### src/rtl/dice_game_gen_if.sv
// Player-facing signal bundle of the craps controller: button, new-game request, dice sum in;
// dice-counter enable, result flags, point and statistics out.
interface dice_game_gen_if #(
  parameter int SUM_W = 4,
  parameter int CNT_W = 8
);
  logic             Rb_i;
  logic             Reset_i;
  logic [SUM_W-1:0] sum_i;
  logic             roll_o;
  logic             win_o;
  logic             lose_o;
  logic [SUM_W-1:0] point_o;
  logic             point_valid_o;
  logic [CNT_W-1:0] roll_cnt_o;
  logic [CNT_W-1:0] wins_o;
  logic [CNT_W-1:0] losses_o;

  // Player / stimulus side
  modport master (
    output Rb_i, Reset_i, sum_i,
    input  roll_o, win_o, lose_o, point_o, point_valid_o, roll_cnt_o, wins_o, losses_o
  );

  // Controller side
  modport slave (
    input  Rb_i, Reset_i, sum_i,
    output roll_o, win_o, lose_o, point_o, point_valid_o, roll_cnt_o, wins_o, losses_o
  );
endinterface

### src/rtl/dice_game_gen.sv
// Parametrised craps controller: drives the dice counter, resolves first roll and point rolls,
// tracks the point, the per-game roll count and saturating win/loss statistics.
module dice_game_gen #(
  parameter int FACES     = 6,
  parameter int SUM_W     = 4,
  parameter int MAX_ROLLS = 0,
  parameter int CNT_W     = 8
) (
  input  logic             clk,
  input  logic             rst_n,
  dice_game_gen_if.slave   bus
);

  localparam logic [SUM_W-1:0] SUM_MIN    = SUM_W'(2);
  localparam logic [SUM_W-1:0] SUM_MAX    = SUM_W'(2 * FACES);
  localparam logic [SUM_W-1:0] NAT1       = SUM_W'(FACES + 1);
  localparam logic [SUM_W-1:0] NAT2       = SUM_W'(2 * FACES - 1);
  localparam logic [SUM_W-1:0] CRAPS3     = SUM_W'(3);
  localparam logic [CNT_W-1:0] ROLL_LIMIT = CNT_W'(MAX_ROLLS);
  localparam bit               LIMIT_EN   = (MAX_ROLLS != 0);

  typedef enum logic [2:0] {
    WAIT_FIRST,
    ROLL_FIRST,
    EVAL_FIRST,
    WAIT_NEXT,
    ROLL_NEXT,
    EVAL_NEXT,
    WIN,
    LOSE
  } state_t;

  state_t           state_q, state_d;
  logic             roll_q, roll_d;
  logic             win_q, win_d;
  logic             lose_q, lose_d;
  logic [SUM_W-1:0] point_q, point_d;
  logic             point_valid_q, point_valid_d;
  logic [CNT_W-1:0] roll_cnt_q, roll_cnt_d;
  logic [CNT_W-1:0] wins_q, wins_d;
  logic [CNT_W-1:0] losses_q, losses_d;

  logic             sum_legal;
  logic             sum_natural;
  logic             sum_craps;
  logic [CNT_W-1:0] roll_cnt_inc;

  always_comb begin
    sum_legal    = (bus.sum_i >= SUM_MIN) && (bus.sum_i <= SUM_MAX);
    sum_natural  = (bus.sum_i == NAT1) || (bus.sum_i == NAT2);
    sum_craps    = (bus.sum_i == SUM_MIN) || (bus.sum_i == CRAPS3) || (bus.sum_i == SUM_MAX);
    roll_cnt_inc = (roll_cnt_q == '1) ? roll_cnt_q : roll_cnt_q + CNT_W'(1);

    state_d       = state_q;
    point_d       = point_q;
    point_valid_d = point_valid_q;
    roll_cnt_d    = roll_cnt_q;

    // A new-game request overrides everything, including a roll in progress.
    if (bus.Reset_i) begin
      state_d       = WAIT_FIRST;
      point_d       = '0;
      point_valid_d = 1'b0;
      roll_cnt_d    = '0;
    end else begin
      case (state_q)
        WAIT_FIRST: if (bus.Rb_i)  state_d = ROLL_FIRST;
        ROLL_FIRST: if (!bus.Rb_i) state_d = EVAL_FIRST;
        EVAL_FIRST: begin
          if (!sum_legal) begin
            state_d = WAIT_FIRST;
          end else begin
            roll_cnt_d = roll_cnt_inc;
            if (sum_natural) begin
              state_d = WIN;
            end else if (sum_craps) begin
              state_d = LOSE;
            end else begin
              point_d       = bus.sum_i;
              point_valid_d = 1'b1;
              state_d       = WAIT_NEXT;
            end
          end
        end
        WAIT_NEXT: if (bus.Rb_i)  state_d = ROLL_NEXT;
        ROLL_NEXT: if (!bus.Rb_i) state_d = EVAL_NEXT;
        EVAL_NEXT: begin
          if (!sum_legal) begin
            state_d = WAIT_NEXT;
          end else begin
            roll_cnt_d = roll_cnt_inc;
            // Making the point beats both a seven-out and the roll limit.
            if (bus.sum_i == point_q) begin
              state_d = WIN;
            end else if (bus.sum_i == NAT1) begin
              state_d = LOSE;
            end else if (LIMIT_EN && (roll_cnt_inc == ROLL_LIMIT)) begin
              state_d = LOSE;
            end else begin
              state_d = WAIT_NEXT;
            end
          end
        end
        WIN:     state_d = WIN;
        LOSE:    state_d = LOSE;
        default: state_d = WAIT_FIRST;
      endcase
    end

    // Outputs are decoded from the next state so they register together with it.
    roll_d = (state_d == ROLL_FIRST) || (state_d == ROLL_NEXT);
    win_d  = (state_d == WIN);
    lose_d = (state_d == LOSE);

    wins_d   = wins_q;
    losses_d = losses_q;
    if ((state_d == WIN) && (state_q != WIN) && (wins_q != '1)) begin
      wins_d = wins_q + CNT_W'(1);
    end
    if ((state_d == LOSE) && (state_q != LOSE) && (losses_q != '1)) begin
      losses_d = losses_q + CNT_W'(1);
    end
  end

  always_ff @(posedge clk or negedge rst_n) begin
    if (!rst_n) begin
      state_q       <= WAIT_FIRST;
      roll_q        <= 1'b0;
      win_q         <= 1'b0;
      lose_q        <= 1'b0;
      point_q       <= '0;
      point_valid_q <= 1'b0;
      roll_cnt_q    <= '0;
      wins_q        <= '0;
      losses_q      <= '0;
    end else begin
      state_q       <= state_d;
      roll_q        <= roll_d;
      win_q         <= win_d;
      lose_q        <= lose_d;
      point_q       <= point_d;
      point_valid_q <= point_valid_d;
      roll_cnt_q    <= roll_cnt_d;
      wins_q        <= wins_d;
      losses_q      <= losses_d;
    end
  end

  assign bus.roll_o        = roll_q;
  assign bus.win_o         = win_q;
  assign bus.lose_o        = lose_q;
  assign bus.point_o       = point_q;
  assign bus.point_valid_o = point_valid_q;
  assign bus.roll_cnt_o    = roll_cnt_q;
  assign bus.wins_o        = wins_q;
  assign bus.losses_o      = losses_q;

endmodule

### src/flat_wrapper.sv
// flat-port wrapper written by rule: the top's interface ports become plain ports
module dice_game_gen_flat 
#(
  parameter int FACES     = 6,
  parameter int SUM_W     = 4,
  parameter int MAX_ROLLS = 0,
  parameter int CNT_W     = 8
)
  (clk, rst_n, bus_Rb_i, bus_Reset_i, bus_sum_i, bus_roll_o, bus_win_o, bus_lose_o, bus_point_o, bus_point_valid_o, bus_roll_cnt_o, bus_wins_o, bus_losses_o);
  dice_game_gen_if #(.SUM_W(SUM_W), .CNT_W(CNT_W)) bus_i ();
  input  logic clk;
  input  logic rst_n;
  input wire logic [$bits(bus_i.Rb_i)-1:0] bus_Rb_i;
  input wire logic [$bits(bus_i.Reset_i)-1:0] bus_Reset_i;
  input wire logic [$bits(bus_i.sum_i)-1:0] bus_sum_i;
  output wire logic [$bits(bus_i.roll_o)-1:0] bus_roll_o;
  output wire logic [$bits(bus_i.win_o)-1:0] bus_win_o;
  output wire logic [$bits(bus_i.lose_o)-1:0] bus_lose_o;
  output wire logic [$bits(bus_i.point_o)-1:0] bus_point_o;
  output wire logic [$bits(bus_i.point_valid_o)-1:0] bus_point_valid_o;
  output wire logic [$bits(bus_i.roll_cnt_o)-1:0] bus_roll_cnt_o;
  output wire logic [$bits(bus_i.wins_o)-1:0] bus_wins_o;
  output wire logic [$bits(bus_i.losses_o)-1:0] bus_losses_o;
  assign bus_i.Rb_i = bus_Rb_i;
  assign bus_i.Reset_i = bus_Reset_i;
  assign bus_i.sum_i = bus_sum_i;
  assign bus_roll_o = bus_i.roll_o;
  assign bus_win_o = bus_i.win_o;
  assign bus_lose_o = bus_i.lose_o;
  assign bus_point_o = bus_i.point_o;
  assign bus_point_valid_o = bus_i.point_valid_o;
  assign bus_roll_cnt_o = bus_i.roll_cnt_o;
  assign bus_wins_o = bus_i.wins_o;
  assign bus_losses_o = bus_i.losses_o;
  dice_game_gen #(.FACES(FACES), .SUM_W(SUM_W), .MAX_ROLLS(MAX_ROLLS), .CNT_W(CNT_W)) u_core (.clk(clk), .rst_n(rst_n), .bus(bus_i));
endmodule
### config.mk
export PLATFORM = sky130hd
export DESIGN_NAME = dice_game_gen_flat
export DESIGN_NICKNAME = d
export VERILOG_FILES = /design/src/rtl/dice_game_gen_if.sv /design/src/rtl/dice_game_gen.sv /design/src/flat_wrapper.sv
export SDC_FILE = /design/constraint.sdc
export NUM_CORES = 1
export LEC_CHECK = 0
export ABC_AREA = 1
export CAP_MARGIN = 20
export CORE_MARGIN = 2
export CORE_UTILIZATION = 31
export CTS_BUF_LIST = sky130_fd_sc_hd__clkbuf_16
export DETAILED_ROUTE_END_ITERATION = 12
export PLACE_DENSITY = 0.56
export SLEW_MARGIN = 20
export SYNTH_ARGS = -nofsm -noshare
export SYNTH_HDL_FRONTEND = slang
export SYNTH_SLANG_ARGS = --single-unit
### constraint.sdc
create_clock -name clk -period 1.8 [get_ports clk]
set_input_delay 0.45 -clock clk [delete_from_list [all_inputs] [get_ports clk]]
set_output_delay 0.45 -clock clk [all_outputs]
set_load 0.05 [all_outputs]
# After elaboration in Yosys (flattened, before gate mapping)
# Index checks and enable logic that the tools add are counted.
# word_totals
register_bits,35
elab_cells,81
in_bits,8
output_inout_bits,32
# op_classes
n_mux,26
n_lt_le_gt_ge,2
n_addsub,3
n_eq_ne,25
reduce_logical,16
# op_table
operator,count
$mux 3,11
$mux 8,4
$add 8x1->8 const B,3
$pmux 3 s8,1
$eq 3x3->1 const B,7
$mux 4,5
$ne 8x8->1 const B,2
$eq 4x2->1 const B,2
$eq 4x4->1 const B,2
$eq 8x8->1 const B,1
$eq 3x1->1 const B,2
$eq 3x2->1 const B,2
$ne 2x2->1 const B,3
$ne 3x3->1 const B,2
$reduce_bool 2->1,3
$logic_and 1x1->1,5
$mux 1,5
$eq 4x3->1 const B,1
$eq 4x4->1,1
$ge 4x2->1 const B,1
$le 4x4->1 const B,1
$logic_or 1x1->1,4
$reduce_and 4->1,1
$logic_not 3->1,1
2 further kinds,2

# Longest topological paths before layout
# depth
word_depth,11
mapped_depth,14

# Least setup slack after synthesis
# No wires, ideal clock.
# synth_path
path_type,reg2reg
startpoint,"register u_core.losses_q[0], in the netlist u_core.bus.losses_o[0]"
endpoint,"register u_core.losses_q[6], in the netlist u_core.bus.losses_o[6]"
stages_incl_launch_ff,8
t_arrival_ns,1.829
path_slack_ns,-0.149
n_path_buf,0
required_ns,1.680
path_cell_list,dfrtp_1 > ha_1 > nand3_1 > nor2_1 > a31oi_1 > nand2_4 > nand2_1 > nand2_1
# synth_via
elab_chain_cells,2
word_cells_on_any_way,3
# synth_lines
element,line_no,text
start: declaration,dice_game_gen.sv:41,"logic [CNT_W-1:0] losses_q, losses_d;"
start signal: assignment,dice_game_gen.sv:145,losses_q <= losses_d;
branches (longest 2 deep; another with $add 8x1->8),-,
# Parallel ways; which one is timed is not known.
# A chain may end at the register's enable or synchronous reset.

# Final worst setup path
# layout_path
startpoint,input port bus_sum_i[0]
endpoint,"register u_core.win_q, in the netlist u_core.bus.win_o"
# layout_via
elab_chain_cells,9
word_cells_on_any_way,21
# layout_lines
element,line_no,text
start: declaration,flat_wrapper.sv:15,input wire logic [$bits(bus_i.sum_i)-1:0] bus_sum_i;
$eq 4x2->1,dice_game_gen.sv:51,sum_craps = (bus.sum_i == SUM_MIN) || (bus.sum_i == CRAPS3) || (bus.sum_i == SUM_MAX);
$logic_or 1x1->1 (2 in a row),dice_game_gen.sv:51,
$mux 3,dice_game_gen.sv:76,end else if (sum_craps) begin
$mux 3,dice_game_gen.sv:74,if (sum_natural) begin
$mux 3,dice_game_gen.sv:70,if (!sum_legal) begin
$pmux 3 s8 *,dice_game_gen.sv:66,case (state_q)
$mux 3 *,dice_game_gen.sv:60,if (bus.Reset_i) begin
$eq 3x3->1 *,dice_game_gen.sv:112,win_d = (state_d == WIN);
net u_core.win_d,dice_game_gen.sv:35,"logic win_q, win_d;"
end signal: assignment,dice_game_gen.sv:139,win_q <= win_d;
end: declaration,dice_game_gen.sv:35,
# The timed path passes the listed nets; every way through them passes the cells marked *.

==> run metrics <==
hold path depth=3; max_slew headroom=roughly 73%; register area=approximately 900 µm²; WHS Endpoint=u_core.bus.point_o[1]$_DFFE_PN0P_; Initial Util=31.6%; Final Skew=roughly 5.6 ps; worst reg-to-reg path cell count=10; CTS root buffer=clkbuf_16; leading cell types by total area after synthesis=dfrtp_1 (44%), nand2_1 (16%), nand3_1 (6.0%), inv_1 (4.7%), xor2_1 (4.4%); CP Capture Type=flip-flop; CTS Hold Bufs=0; number of CTS-inserted buffers=5; Die Y=84.0 µm; ANT cells=0; worst hold path type=primary input to flip-flop; critical path fanouts, max=5; cells after synthesis=roughly 260; EDFF count, synth=0; initial antenna violation count=0; hold path start=bus_sum_i[1]; FP Rows=29; multi-input logic area=approximately 1100 µm²; I/O pin count=40; routability congestion estimate from global placement=0.825; Mapped Nets=269; Synth cell types=30; minimum clock period=1720 ps; terminus of the critical flop-to-flop path=u_core.bus.win_o$_DFF_PN0_; Clock transition at path regs=60 ps; Worst setup SP type=primary input; register area share after synthesis=~44%; Core Box Area=6280 µm²; reg2reg start=u_core.state_q[1]$_DFF_PN0_; Power Dens Cells=706 nW/µm²; # port buffers=39; Max VDD drop=331 µV; CTS Sinks=35; 1st-iter DRT viols=64; remaining antenna violation count after routing=0; buffer depth of the longest clock path=2; most common flop cell mapped by yosys=dfrtp_1; CTS tree=yes; critical path class=primary input to flip-flop; required time worst endpoint=roughly 2000 ps; largest net degree at the start of global routing=36; MaxCap Viol Count=0; GRT Total Usage=13.3%; minimum hold slack=a little over 500 ps; commonest cells in the synthesized netlist=nand2_1 (82), dfrtp_1 (35), inv_1 (25); DP HPWL=3470 µm; Ys Warns=0; ys async rst share=100%; area leader, netlist=dfrtp_1; Total Power=0.00219 W; Die ar.=7060 µm²; final setup fails=0; Fillers=613; P_leak=1.57 nW; status=finished, final reports clean; Syn-to-layout area delta=56.3%; WL per Instance=11.5 µm; Pre-antenna DRT Iters=4; vias in the first global route=~1800; f_max=581 MHz; Synth Register Bits=35; max-slew violation count=0; drt total wl=4860 µm; most frequent cell after synthesis=nand2_1; top cell type's share of synthesized area=44.1%; via/cell ratio=4.61; CP arrival=1890 ps; Mapped Area=1990 µm²; Final Hold Viols=0; syn avg cell area=7.70 µm²; Nets=approximately 360; share of cells above drive strength 1=39.3%; first-pass GRT wire length=approximately 8000 µm; aggregate global routing overflow=0; worst-skew pair later-pin latency=270 ps; via count=1951; die width=approximately 84 µm; DRC=0; H-Tree Depth=2; Final period util=95.7%; Slew @ Worst Pin=408 ps; R2R Setup Slk=90 ps
## worst max path at each step
stage | slack (ps) | endpoint | cells after the start | start
2_1_floorplan | 1 | u_core.bus.roll_cnt_o[4]$_DFFE_PN0P_ | 9 | u_core.bus.roll_cnt_o[0]$_DFFE_PN0P_
3_3_place_gp | -500 | u_core.bus.losses_o[6]$_DFFE_PN0P_ | 13 | bus_sum_i[3]
3_5_place_dp | -510 | u_core.bus.losses_o[3]$_DFFE_PN0P_ | 13 | bus_sum_i[3]
4_1_cts | 2 | u_core.bus.wins_o[0]$_DFFE_PN0P_ | 11 | bus_Rb_i
5_1_grt | -20 | u_core.bus.losses_o[0]$_DFFE_PN0P_ | 11 | u_core.state_q[1]$_DFF_PN0_
6_report | 80 | u_core.bus.win_o$_DFF_PN0_ | 12 | bus_sum_i[0]
## layout make-up
type / instances / share of cell area [%]
Multi-Input combinational cell: 188 / 35.6
Sequential cell: 35 / 28.5
Timing Repair Buffer: 81 / 24.2
Inverter: 34 / 4.11
Clock buffer: 5 / 4.03
Tap cell: 77 / 3.10
Clock inverter: 3 / 0.484
## worst max-delay path, stage by stage
cell and delay (ps):
dlygate4sd2_1 250, inv_2 70, buf_4 130, nand3_1 90, nand3_2 110, a21oi_2 230, nand2_4 80, nand2_2 80
nor2_4 50, buf_12 120, buf_4 120, buf_4 110
## placed cells by master, fill, tap and decap left out, types with 3 or more instances in the layout
cell	n
nand2_2	16
xor2_1	10
clkbuf_16	5
a21oi_1	4
buf_12	11
dfrtp_1	29
o21ai_1	4
nand2_1	65
o22ai_1	4
nor3_1	9
o21ai_0	5
nand3_1	21
nand3_2	3
nand2_4	3
xnor2_1	3
inv_1	25
nand4_1	10
dfrtp_2	6
buf_4	63
nor2_1	10
clkinv_2	3
inv_2	9
ha_1	3
clkbuf_2	3
nor2_2	4
## metrics by stage
step                util (%)  cells  setup slack [ps]  area, µm²  TNS (ps)
CTS                     47.0    416              2.18       2950         0
floorplan                  -    258              1.44       2000         0
detailed placement      44.0    406              -509       2760    -13480
finish                  49.4    423              77.6       3100         0
global route            49.4    423             -18.9       3100      -102
global placement        44.0    406              -502       2760    -13800
## per-layer routing
metal / vias up / GRT usage (%) / routed length, µm
li1: 1022 / - / -
met3: 2 / 2.77 / 163
met1: 898 / 17.9 / 2250
met5: - / 0 / 0
met4: 0 / 2.20 / 9
met2: 29 / 22.4 / 2450
## power breakdown
| group | switching, W | internal, W |
|---|---|---|
| Sequential | 0.0000358 | 0.000831 |
| Clock | 0.000323 | 0.000505 |
| Combinational | 0.000317 | 0.000178 |
| Total | 0.000676 | 0.00151 |
## kinds of logic after synthesis
| kind of cell | synth area share [%] |
|---|---|
| adder cells (fa/ha/maj) | 1.89 |
| buffers and inverters | 6.62 |
| AO/OA/AOI/OAI | 6.93 |
| AND/OR/NAND/NOR | 34.7 |
| flip-flops | 44.1 |
| XOR/XNOR | 5.73 |
## flip-flops by register name (all words and copies together), names as in the netlist
register,cells
u_core.bus.lose_o,1
u_core.bus.roll_o,1
u_core.bus.losses_o,8
u_core.bus.point_o,4
u_core.bus.point_valid_o,1
u_core.bus.wins_o,8
u_core.state_q,3
u_core.bus.win_o,1
u_core.bus.roll_cnt_o,8
## repair_timing
item / in CTS / in global routing
setup endpoints to repair: 26 / 23
pin swaps: 2 / 19
gates resized for setup: 9 / 41
setup buffers: 2 / 8
gates cloned: 0 / 0
(Power assumes the default switching activity.)
